$ cat config.mk
export PLATFORM = sky130hd
export DESIGN_NAME = rvvi_ack_receiver
export DESIGN_NICKNAME = d
export VERILOG_FILES = /design/src/rtl/rvvi_ack_receiver.sv
export SDC_FILE = /design/constraint.sdc
export NUM_CORES = 1
export LEC_CHECK = 0
export CORE_ASPECT_RATIO = 0.7
export CORE_UTILIZATION = 29
export DETAILED_ROUTE_END_ITERATION = 10
export PLACE_DENSITY = 0.57
export SETUP_SLACK_MARGIN = 0.05
export SYNTH_ARGS = -nofsm -noshare
export SYNTH_HDL_FRONTEND = slang
export SYNTH_SLANG_ARGS = --single-unit
$ cat constraint.sdc
create_clock -name clk -period 14.7 [get_ports clk]
set_clock_uncertainty 0.1 [all_clocks]
set_input_delay 3.675 -clock clk [delete_from_list [all_inputs] [get_ports clk]]
set_output_delay 3.675 -clock clk [all_outputs]
set_load 0.02 [all_outputs]
$ cat src/rtl/rvvi_ack_receiver.sv
// Receive end of the RVVI-over-Ethernet link: parses 9-word host ack frames, tracks sequence, drives ExternalStall.
// Optional destination-MAC filter is compiled in with `define RVVI_ACK_MAC_FILTER_EN.
module rvvi_ack_receiver #(
    parameter logic [15:0] ETH_TYPE        = 16'h005C,
    parameter logic [31:0] MAX_OUTSTANDING = 32'd16,
    parameter logic [47:0] LOCAL_MAC       = 48'h0
) (
    input  logic        clk,
    input  logic        reset,
    input  logic [31:0] RxData,
    input  logic [3:0]  RxKeep,
    input  logic        RxValid,
    input  logic        RxLast,
    output logic        RxReady,
    input  logic [63:0] SentFrameCount,
    output logic        AckValid,
    output logic [63:0] AckFrameCount,
    output logic [63:0] AckMinstret,
    output logic [31:0] HostLoad,
    output logic [31:0] DroppedFrames,
    output logic [31:0] StaleFrames,
    output logic [31:0] BadFrames,
    output logic        ExternalStall
);

    typedef enum logic [2:0] {
        SYNC,
        IDLE,
        HDR,
        BODY,
        DROP
    } state_t;

    state_t      state;
    state_t      state_next;
    logic [3:0]  word_idx;
    logic [31:0] count_lo;
    logic [31:0] count_hi;
    logic [31:0] minstret_lo;
    logic [31:0] minstret_hi;
    logic [63:0] expected_count;

    logic        keep_bad;
    logic        type_bad;
    logic        mac_bad;
    logic        bad_inc;
    logic        commit;
    logic        first_word;
    logic        store_word;

    logic [63:0] rx_count;
    logic        is_stale;
    logic [63:0] gap;
    logic [31:0] gap_clamped;
    logic [32:0] dropped_sum;
    logic [31:0] dropped_next;
    logic [63:0] outstanding;

    assign RxReady  = 1'b1;
    assign keep_bad = (RxKeep != 4'hF);
    assign type_bad = (RxData[15:0] != ETH_TYPE);

`ifdef RVVI_ACK_MAC_FILTER_EN
    logic [31:0] dst_lo;

    always_ff @(posedge clk) begin
        if (reset) begin
            dst_lo <= '0;
        end else if (first_word) begin
            dst_lo <= RxData;
        end
    end

    assign mac_bad = ({RxData[15:0], dst_lo} != LOCAL_MAC);
`else
    logic unused_mac;

    assign unused_mac = ^LOCAL_MAC;
    assign mac_bad    = 1'b0;
`endif

    always_ff @(posedge clk) begin
        if (reset) begin
            state <= SYNC;
        end else begin
            state <= state_next;
        end
    end

    always_comb begin
        state_next = state;
        case (state)
            SYNC: begin
                if (!RxValid || RxLast) begin
                    state_next = IDLE;
                end
            end
            IDLE: begin
                if (RxValid) begin
                    if (RxLast) begin
                        state_next = IDLE;
                    end else if (keep_bad) begin
                        state_next = DROP;
                    end else begin
                        state_next = HDR;
                    end
                end
            end
            HDR: begin
                if (RxValid) begin
                    if (RxLast) begin
                        state_next = IDLE;
                    end else if (keep_bad) begin
                        state_next = DROP;
                    end else if (word_idx == 4'd1 && mac_bad) begin
                        state_next = DROP;
                    end else if (word_idx == 4'd3) begin
                        state_next = type_bad ? DROP : BODY;
                    end
                end
            end
            BODY: begin
                if (RxValid) begin
                    // Keep is not checked on w8: the MAC may trim padding on the final word.
                    if (word_idx == 4'd8) begin
                        state_next = RxLast ? IDLE : DROP;
                    end else if (RxLast) begin
                        state_next = IDLE;
                    end else if (keep_bad) begin
                        state_next = DROP;
                    end
                end
            end
            DROP: begin
                if (RxValid && RxLast) begin
                    state_next = IDLE;
                end
            end
            default: state_next = SYNC;
        endcase
    end

    always_comb begin
        bad_inc    = 1'b0;
        commit     = 1'b0;
        first_word = 1'b0;
        store_word = 1'b0;
        case (state)
            IDLE: begin
                if (RxValid) begin
                    if (RxLast || keep_bad) begin
                        bad_inc = 1'b1;
                    end else begin
                        first_word = 1'b1;
                    end
                end
            end
            HDR: begin
                if (RxValid && (RxLast || keep_bad)) begin
                    bad_inc = 1'b1;
                end
            end
            BODY: begin
                if (RxValid) begin
                    if (word_idx == 4'd8) begin
                        if (RxLast) begin
                            commit = 1'b1;
                        end else begin
                            bad_inc = 1'b1;
                        end
                    end else if (RxLast || keep_bad) begin
                        bad_inc = 1'b1;
                    end else begin
                        store_word = 1'b1;
                    end
                end
            end
            default: ;
        endcase
    end

    always_ff @(posedge clk) begin
        if (reset) begin
            word_idx <= '0;
        end else if (first_word) begin
            word_idx <= 4'd1;
        end else if (RxValid && (state == HDR || state == BODY)) begin
            word_idx <= word_idx + 4'd1;
        end
    end

    always_ff @(posedge clk) begin
        if (reset) begin
            count_lo    <= '0;
            count_hi    <= '0;
            minstret_lo <= '0;
            minstret_hi <= '0;
        end else if (store_word) begin
            case (word_idx)
                4'd4:    count_lo    <= RxData;
                4'd5:    count_hi    <= RxData;
                4'd6:    minstret_lo <= RxData;
                4'd7:    minstret_hi <= RxData;
                default: ;
            endcase
        end
    end

    // The sequence gap is clamped to 32 bits before the add so a huge jump still saturates cleanly.
    assign rx_count     = {count_hi, count_lo};
    assign is_stale     = (rx_count < expected_count);
    assign gap          = rx_count - expected_count;
    assign gap_clamped  = (|gap[63:32]) ? 32'hFFFF_FFFF : gap[31:0];
    assign dropped_sum  = {1'b0, DroppedFrames} + {1'b0, gap_clamped};
    assign dropped_next = dropped_sum[32] ? 32'hFFFF_FFFF : dropped_sum[31:0];
    assign outstanding  = SentFrameCount - expected_count;

    always_ff @(posedge clk) begin
        if (reset) begin
            AckValid       <= 1'b0;
            AckFrameCount  <= '0;
            AckMinstret    <= '0;
            HostLoad       <= '0;
            DroppedFrames  <= '0;
            StaleFrames    <= '0;
            expected_count <= '0;
        end else begin
            AckValid <= 1'b0;
            if (commit) begin
                if (is_stale) begin
                    if (StaleFrames != 32'hFFFF_FFFF) begin
                        StaleFrames <= StaleFrames + 32'd1;
                    end
                end else begin
                    AckValid       <= 1'b1;
                    AckFrameCount  <= rx_count;
                    AckMinstret    <= {minstret_hi, minstret_lo};
                    HostLoad       <= RxData;
                    DroppedFrames  <= dropped_next;
                    expected_count <= rx_count + 64'd1;
                end
            end
        end
    end

    always_ff @(posedge clk) begin
        if (reset) begin
            BadFrames <= '0;
        end else if (bad_inc && BadFrames != 32'hFFFF_FFFF) begin
            BadFrames <= BadFrames + 32'd1;
        end
    end

    always_ff @(posedge clk) begin
        if (reset) begin
            ExternalStall <= 1'b0;
        end else begin
            ExternalStall <= (outstanding >= {32'd0, MAX_OUTSTANDING});
        end
    end

endmodule

**Word-level counts from Yosys, hierarchy flattened**

Cells that the tools add are included.

- Input bits: 104
- Register bits after elaboration: 457

- Eq/ne operators: 21
- Bitwise gates (word level): 2
- $add $sub $neg: 7
- $lt $le $gt $ge: 2
- Muxes and demuxes: 38
- Reduce and logical (&&, ||, !) cells: 20

Operator list:

| kind | number |
|---|---|
| subtractor 64 bit | 2 |
| adder 32 x 1 -> 32 bit (second input constant) | 2 |
| adder 64 x 1 -> 64 bit (second input constant) | 1 |
| >= comparator 64 x 5 -> 1 bit (second input constant) | 1 |
| less-than comparator 64 bit | 1 |
| two-way mux 32 bit | 2 |
| inequality test 32 bit (second input constant) | 2 |
| two-way mux 3 bit | 15 |
| adder 32 x 32 -> 33 bit | 1 |
| OR reduction 32 bit | 1 |
| two-way mux 1 bit | 19 |
| equality test 4 x 3 -> 1 bit (second input constant) | 4 |
| inequality test 16 x 7 -> 1 bit (second input constant) | 1 |
| case mux 3 bit (5 select lines) | 1 |
| inequality test 4 bit (second input constant) | 3 |
| inequality test 2 bit (second input constant) | 5 |
| AND reduction 2 bit | 5 |
| AND reduction 7 bit | 1 |
| equality test 3 x 2 -> 1 bit (second input constant) | 2 |
| adder 4 x 1 -> 4 bit (second input constant) | 1 |
| equality test 4 x 2 -> 1 bit (second input constant) | 1 |
| equality test 4 bit (second input constant) | 1 |
| logical AND 1 bit | 4 |
| OR reduction 2 bit | 2 |
| other kinds (9) | 12 |

**Longest topological paths before layout**

- Depth after elaboration: 7
- Mapped depth: 31

**Least setup slack after synthesis**

Ideal clock, no wire load.

- Path type: reg-to-reg
- From: register count_lo[0]
- To: register DroppedFrames[10]
- Library setup time: 0.137 ns
- Setup slack: 7.858 ns
- Path buffers: 1
- Data required time: 14.463 ns
- Cell stages (with the launch flop): 32
- Arrival: 6.605 ns
- Cells stage by stage: dfxtp_1 > inv_1 > ha_1 > fa_1 > nand2b_1 > a21oi_1 > o41ai_4 > a211oi_2 > o211ai_2 > a21oi_1 > a22oi_1 > or3b_1 > or4_1 > nor4b_2 > and4_1 > nand3_1 > ha_1 > inv_1 > fa_1 > nor2b_1 > o31ai_1 > a21oi_1 > a21oi_1 > o311ai_0 > nor3b_1 > o211ai_1 > a31oi_1 > nand4_1 > nand2_1 > a211oi_1 > clkbuf_1 > a211oi_1

- Cells in the longest elaborated chain, start to end: 5
- Elaborated cells between the ends (all ways): 8
- Those cells by class: add/sub: 2; order compare: 1; mux: 2; bitwise: 1; reduce/logical: 2

RTL lines:

| item | line | RTL |
|---|---|---|
| from (decl) | 37 | `logic [31:0] count_lo;` |
| from (signal assigned) | 200 | `4'd4: count_lo <= RxData;` |
| subtractor 64 bit | 212 | `assign gap = rx_count - expected_count;` |
| OR reduction 32 bit | 213 | `assign gap_clamped = (\|gap[63:32]) ? 32'hFFFF_FFFF : gap[31:0];` |
| two-way mux 32 bit | 213 |  |
| adder 32 x 32 -> 33 bit | 214 | `assign dropped_sum = {1'b0, DroppedFrames} + {1'b0, gap_clamped};` |
| two-way mux 32 bit | 215 | `assign dropped_next = dropped_sum[32] ? 32'hFFFF_FFFF : dropped_sum[31:0];` |
| to (signal assigned) | 239 | `DroppedFrames <= dropped_next;` |
| to (decl) | 20 | `output logic [31:0] DroppedFrames,` |

Parallel ways exist; a longest one is shown, timed or not.
A chain may end at the register's enable or synchronous reset.

**Worst setup path in the final report**

- From: register count_lo[0]
- To: register DroppedFrames[1]

Same word-level chain as after synthesis.

==> flow_results.org <==
** Clock tree
- Setup Buffers After CTS :: 0
- Clock net sink count :: 457
- Cts hold-fix bufs :: 0
- H-tree depth reported by CTS :: 2
- CTS Buf Count :: 52
- The cell sitting at the root of the clock tree is a sky130_fd_sc_hd__clkbuf_16.
- In this run, post-CTS repair resized a total of 0 instances.
- Clock latency on the worst-skew pair :: 0.62 ns
- Clock-pin slew was measured on the worst setup and hold paths at 0.07 ns.
- Number of buffers on the longest clock path :: 3
- Clock tree from TritonCTS :: yes

** Layout
- Commonest cells after routing, fill and taps aside :: sky130_fd_sc_hd__nand2_1, sky130_fd_sc_hd__a21oi_1, sky130_fd_sc_hd__dfxtp_1
- Leaving out fill and tap cells, the most frequent cell in the layout is sky130_fd_sc_hd__nand2_1.
- For this run, the post-layout net count is 4270.
- Area of all placed cells without fillers :: 34210 um^2
- # fillers :: 9951
- Area growth from synthesis to layout :: 22.83%
- The finished layout holds 5288 standard cells, fillers aside.
- Layout cells sized above 1 :: 0.03689

** Placement
- At the end of routability-driven placement, the weighted congestion stood at 0.9742.
- Total placed instance area :: 32470 um^2
- Summed over all nets, the half-perimeter wirelength after detailed placement is 83180 um.
- Buffers placed on the I/O ports in this run total 361.
- Worst-case setup slack after placement :: between 6 and 7 ns
- Including well taps, the total number of placed cells is 5191.

** Worst hold path
- Path type of the worst min-delay path :: flop to flop

** Global routing
- The number of antenna violations at the first check in global routing was 2.
- After global routing the overflow that remains totals 0.
- Across every metal layer, demand over resource in global routing totals 0.2174.
- Entering global routing, the biggest net connects 144 pins.
- The via count of the first global-routing pass is 25420.
- The first global-routing pass estimated 162400 um of wire.

** Logic synthesis
- Post-Synthesis Net Count :: 4035
- The synthesized design contains 457 register bits.
- During synthesis, Yosys emitted a total of 0 warnings.
- Top_reg_cell synth :: sky130_fd_sc_hd__dfxtp_1
- Number of cells produced by synthesis :: 3762
- Synth Area per Inst :: 7.403 um^2
- Counting flops with a built-in enable in the synthesized netlist gives 0.
- The cell area that synthesis handed to floorplanning was ~28000 um^2.
- Synthesis instantiated 90 different standard cells from the library.
- Async set-or-reset flop fraction in the synthesized netlist :: 0
- Proportion of synthesized chip area in sequential cells :: 0.3285

** Detailed routing
- Summed over all layers, the routed wires come to 110600 um.
- Avg Vias per Cell :: 5.287
- Number of vias after detailed routing :: 27960
- Count of TritonRoute iterations in the first routing pass :: 6
- Violation count after the first detailed-route iteration :: 2265
- DR WL/cell :: 20.91 um
- After detailed routing, the number of remaining DRC violations is 0.
- Once detail routing completed, the nets flagged for antenna violations numbered 0.

** Die
- Die Area :: just under 100000 um^2
- Width of the die :: 372.4 um
- In this run the vertical extent of the chip is 261.3 um.
- During I/O placement, the number of pins put on the boundary was ~360.
- Initial Util :: 0.2945
- After floorplanning, the core was sized to cover 94560 um^2.
- Core Rows :: 94

** Pwr
- Peak VDD IR :: 0.07855 mV
- Power density over cell area :: 81.59 nW/um^2
- Summed over all cells, the static leakage comes to ~13 nW.

** STA
- Setup repair after global routing left no endpoint under its margin.
- The final hold violation count came to 0.
- Highest clock rate :: 0.1178 GHz
- Slew HR :: 0.1892
- Dividing the final minimum period by the clock period gives 0.5775.
- Setup total negative slack on the finished layout was measured at 0 ns.
- Setup violations remaining at the end of the flow were counted as 0.
- Worst-Margin Slew :: about 1.2 ns
- The total count of max-transition violations in the final report came to 0.
- Once routing completed, OpenROAD measured the worst setup slack at 6.211 ns.
- Counting I/O delays and the setup requirement, the final critical path takes about 8.5 ns.

** Setup path
- The largest individual stage delay along the critical path comes from the cell sky130_fd_sc_hd__a211oi_4.
- Cell seen most often among critical-path stages :: sky130_fd_sc_hd__a21oi_1
- At the worst endpoint, the arrival time is 8.84 ns.
- STA classifies the critical path startpoint as a flop.
- At the worst endpoint, the required time is 15.05 ns.
- On the worst path, the slowest cell contributes a delay of 0.66 ns.
- In this run the worst path has a maximum fanout of 18.
- Kind of end point of the critical path :: flop
- The critical path in this run is classified as flop to flop.

** Flow run
- The tool flagged a number of max-cap violations equal to 0.

** Status
- The run finished with clean final reports.
cells by family (layout without fill, tap and decap cells):
logic type | after synthesis | in the layout | share of synthesized area
and+or+nand+nor | 1533 | 1533 | 0.2434
AOI/OAI and AO/OA | 1015 | 1015 | 0.2277
DFF | 457 | 457 | 0.3285
buffers and inverters | 354 | 631 | 0.04942
xor gates and xnor gates | 217 | 217 | 0.06824
adders and majority gates | 169 | 169 | 0.07673
muxes | 16 | 16 | 0.005930
other | 1 | 2 | 0.0001346
power by group:
part | internal, W | leakage [nW] | switching (W)
Combinational | 0.0000789 | 8.21 | 0.000142
Sequential | 0.00124 | 3.68 | 0.00000237
Clock | 0.000766 | 0.848 | 0.000563
Total | 0.00208 | 12.7 | 0.000707
worst max-delay path: cells and delay by family (launching register included):
family,cells,cell delay (ns)
AO/OA/AOI/OAI,14,3.62
adder cells (fa/ha/maj),4,1.09
buffers and inverters,3,0.52
flip-flops,1,0.42
AND/OR/NAND/NOR,10,2.56
per-stage QoR:
step	hold WS [ns]	utilization	total power, W
after global placement	0.3403	0.3434	0.001489
final	0.3414	0.3618	0.002791
after floorplan	0.3321	-	0.001387
after CTS	0.3466	0.3617	0.002825
after global routing	0.3659	0.3617	0.002896
after detailed placement	0.3427	0.3434	0.001485
routing by layer:
layer,GRT usage,wire (um)
met5,0,17
met1,0.3306,54790
met2,0.3000,43280
met3,0.05910,10540
met4,0.04320,1949
flip-flops by register name, summed over array words and instances, names as in the netlist, 3 cells and up:
register and count:
count_hi 32, HostLoad 32, BadFrames 32, minstret_hi 32, expected_count 64, minstret_lo 32
word_idx 4, AckFrameCount 64, DroppedFrames 32, StaleFrames 32, count_lo 32, state 3
AckMinstret 64
cell type report:
cell class	count	area, um^2	area share
Sequential cell	457	9149	0.2674
Clock buffer	77	1506	0.04404
Inverter	142	533.0	0.01558
Multi-Input combinational cell	2951	17370	0.5076
Antenna cell	1	2.502	0.00007315
Timing Repair Buffer	393	3859	0.1128
Clock inverter	19	232.7	0.006803
Tap cell	1248	1562	0.04565
final timing paths:
path | start | end | slack [ns] | depth (start not counted)
min | minstret_lo[9]$_SDFFE_PP0P_ | AckMinstret[9]$_SDFFE_PP0P_ | 0.34 | 2
min reg2reg | minstret_lo[9]$_SDFFE_PP0P_ | AckMinstret[9]$_SDFFE_PP0P_ | 0.34 | 2
max reg2reg | count_lo[0]$_SDFFE_PP0P_ | DroppedFrames[1]$_SDFFE_PP0P_ | 6.21 | 31
max | count_lo[0]$_SDFFE_PP0P_ | DroppedFrames[1]$_SDFFE_PP0P_ | 6.21 | 31
cell usage after synthesis (26+ instances only):
| library cell | number | area (um^2) |
|---|---|---|
| sky130_fd_sc_hd__o21ai_0 | 115 | 575.6 |
| sky130_fd_sc_hd__and3_1 | 42 | 262.8 |
| sky130_fd_sc_hd__or3_1 | 30 | 187.7 |
| sky130_fd_sc_hd__a21oi_1 | 475 | 2377 |
| sky130_fd_sc_hd__nand4_1 | 70 | 437.9 |
| sky130_fd_sc_hd__nor3_1 | 48 | 240.2 |
| sky130_fd_sc_hd__nand2_1 | 790 | 2965 |
| sky130_fd_sc_hd__ha_1 | 166 | 2077 |
| sky130_fd_sc_hd__clkbuf_1 | 198 | 743.2 |
| sky130_fd_sc_hd__inv_1 | 142 | 533.0 |
| sky130_fd_sc_hd__o21a_1 | 26 | 195.2 |
| sky130_fd_sc_hd__nor2_1 | 303 | 1137 |
| sky130_fd_sc_hd__a211oi_1 | 106 | 795.8 |
| sky130_fd_sc_hd__nand3_1 | 116 | 580.6 |
| sky130_fd_sc_hd__dfxtp_1 | 457 | 9149 |
| sky130_fd_sc_hd__a21o_1 | 78 | 585.6 |
| sky130_fd_sc_hd__xor2_1 | 108 | 945.9 |
| sky130_fd_sc_hd__xnor2_1 | 109 | 954.7 |
Power figures use the tool's default switching activity.
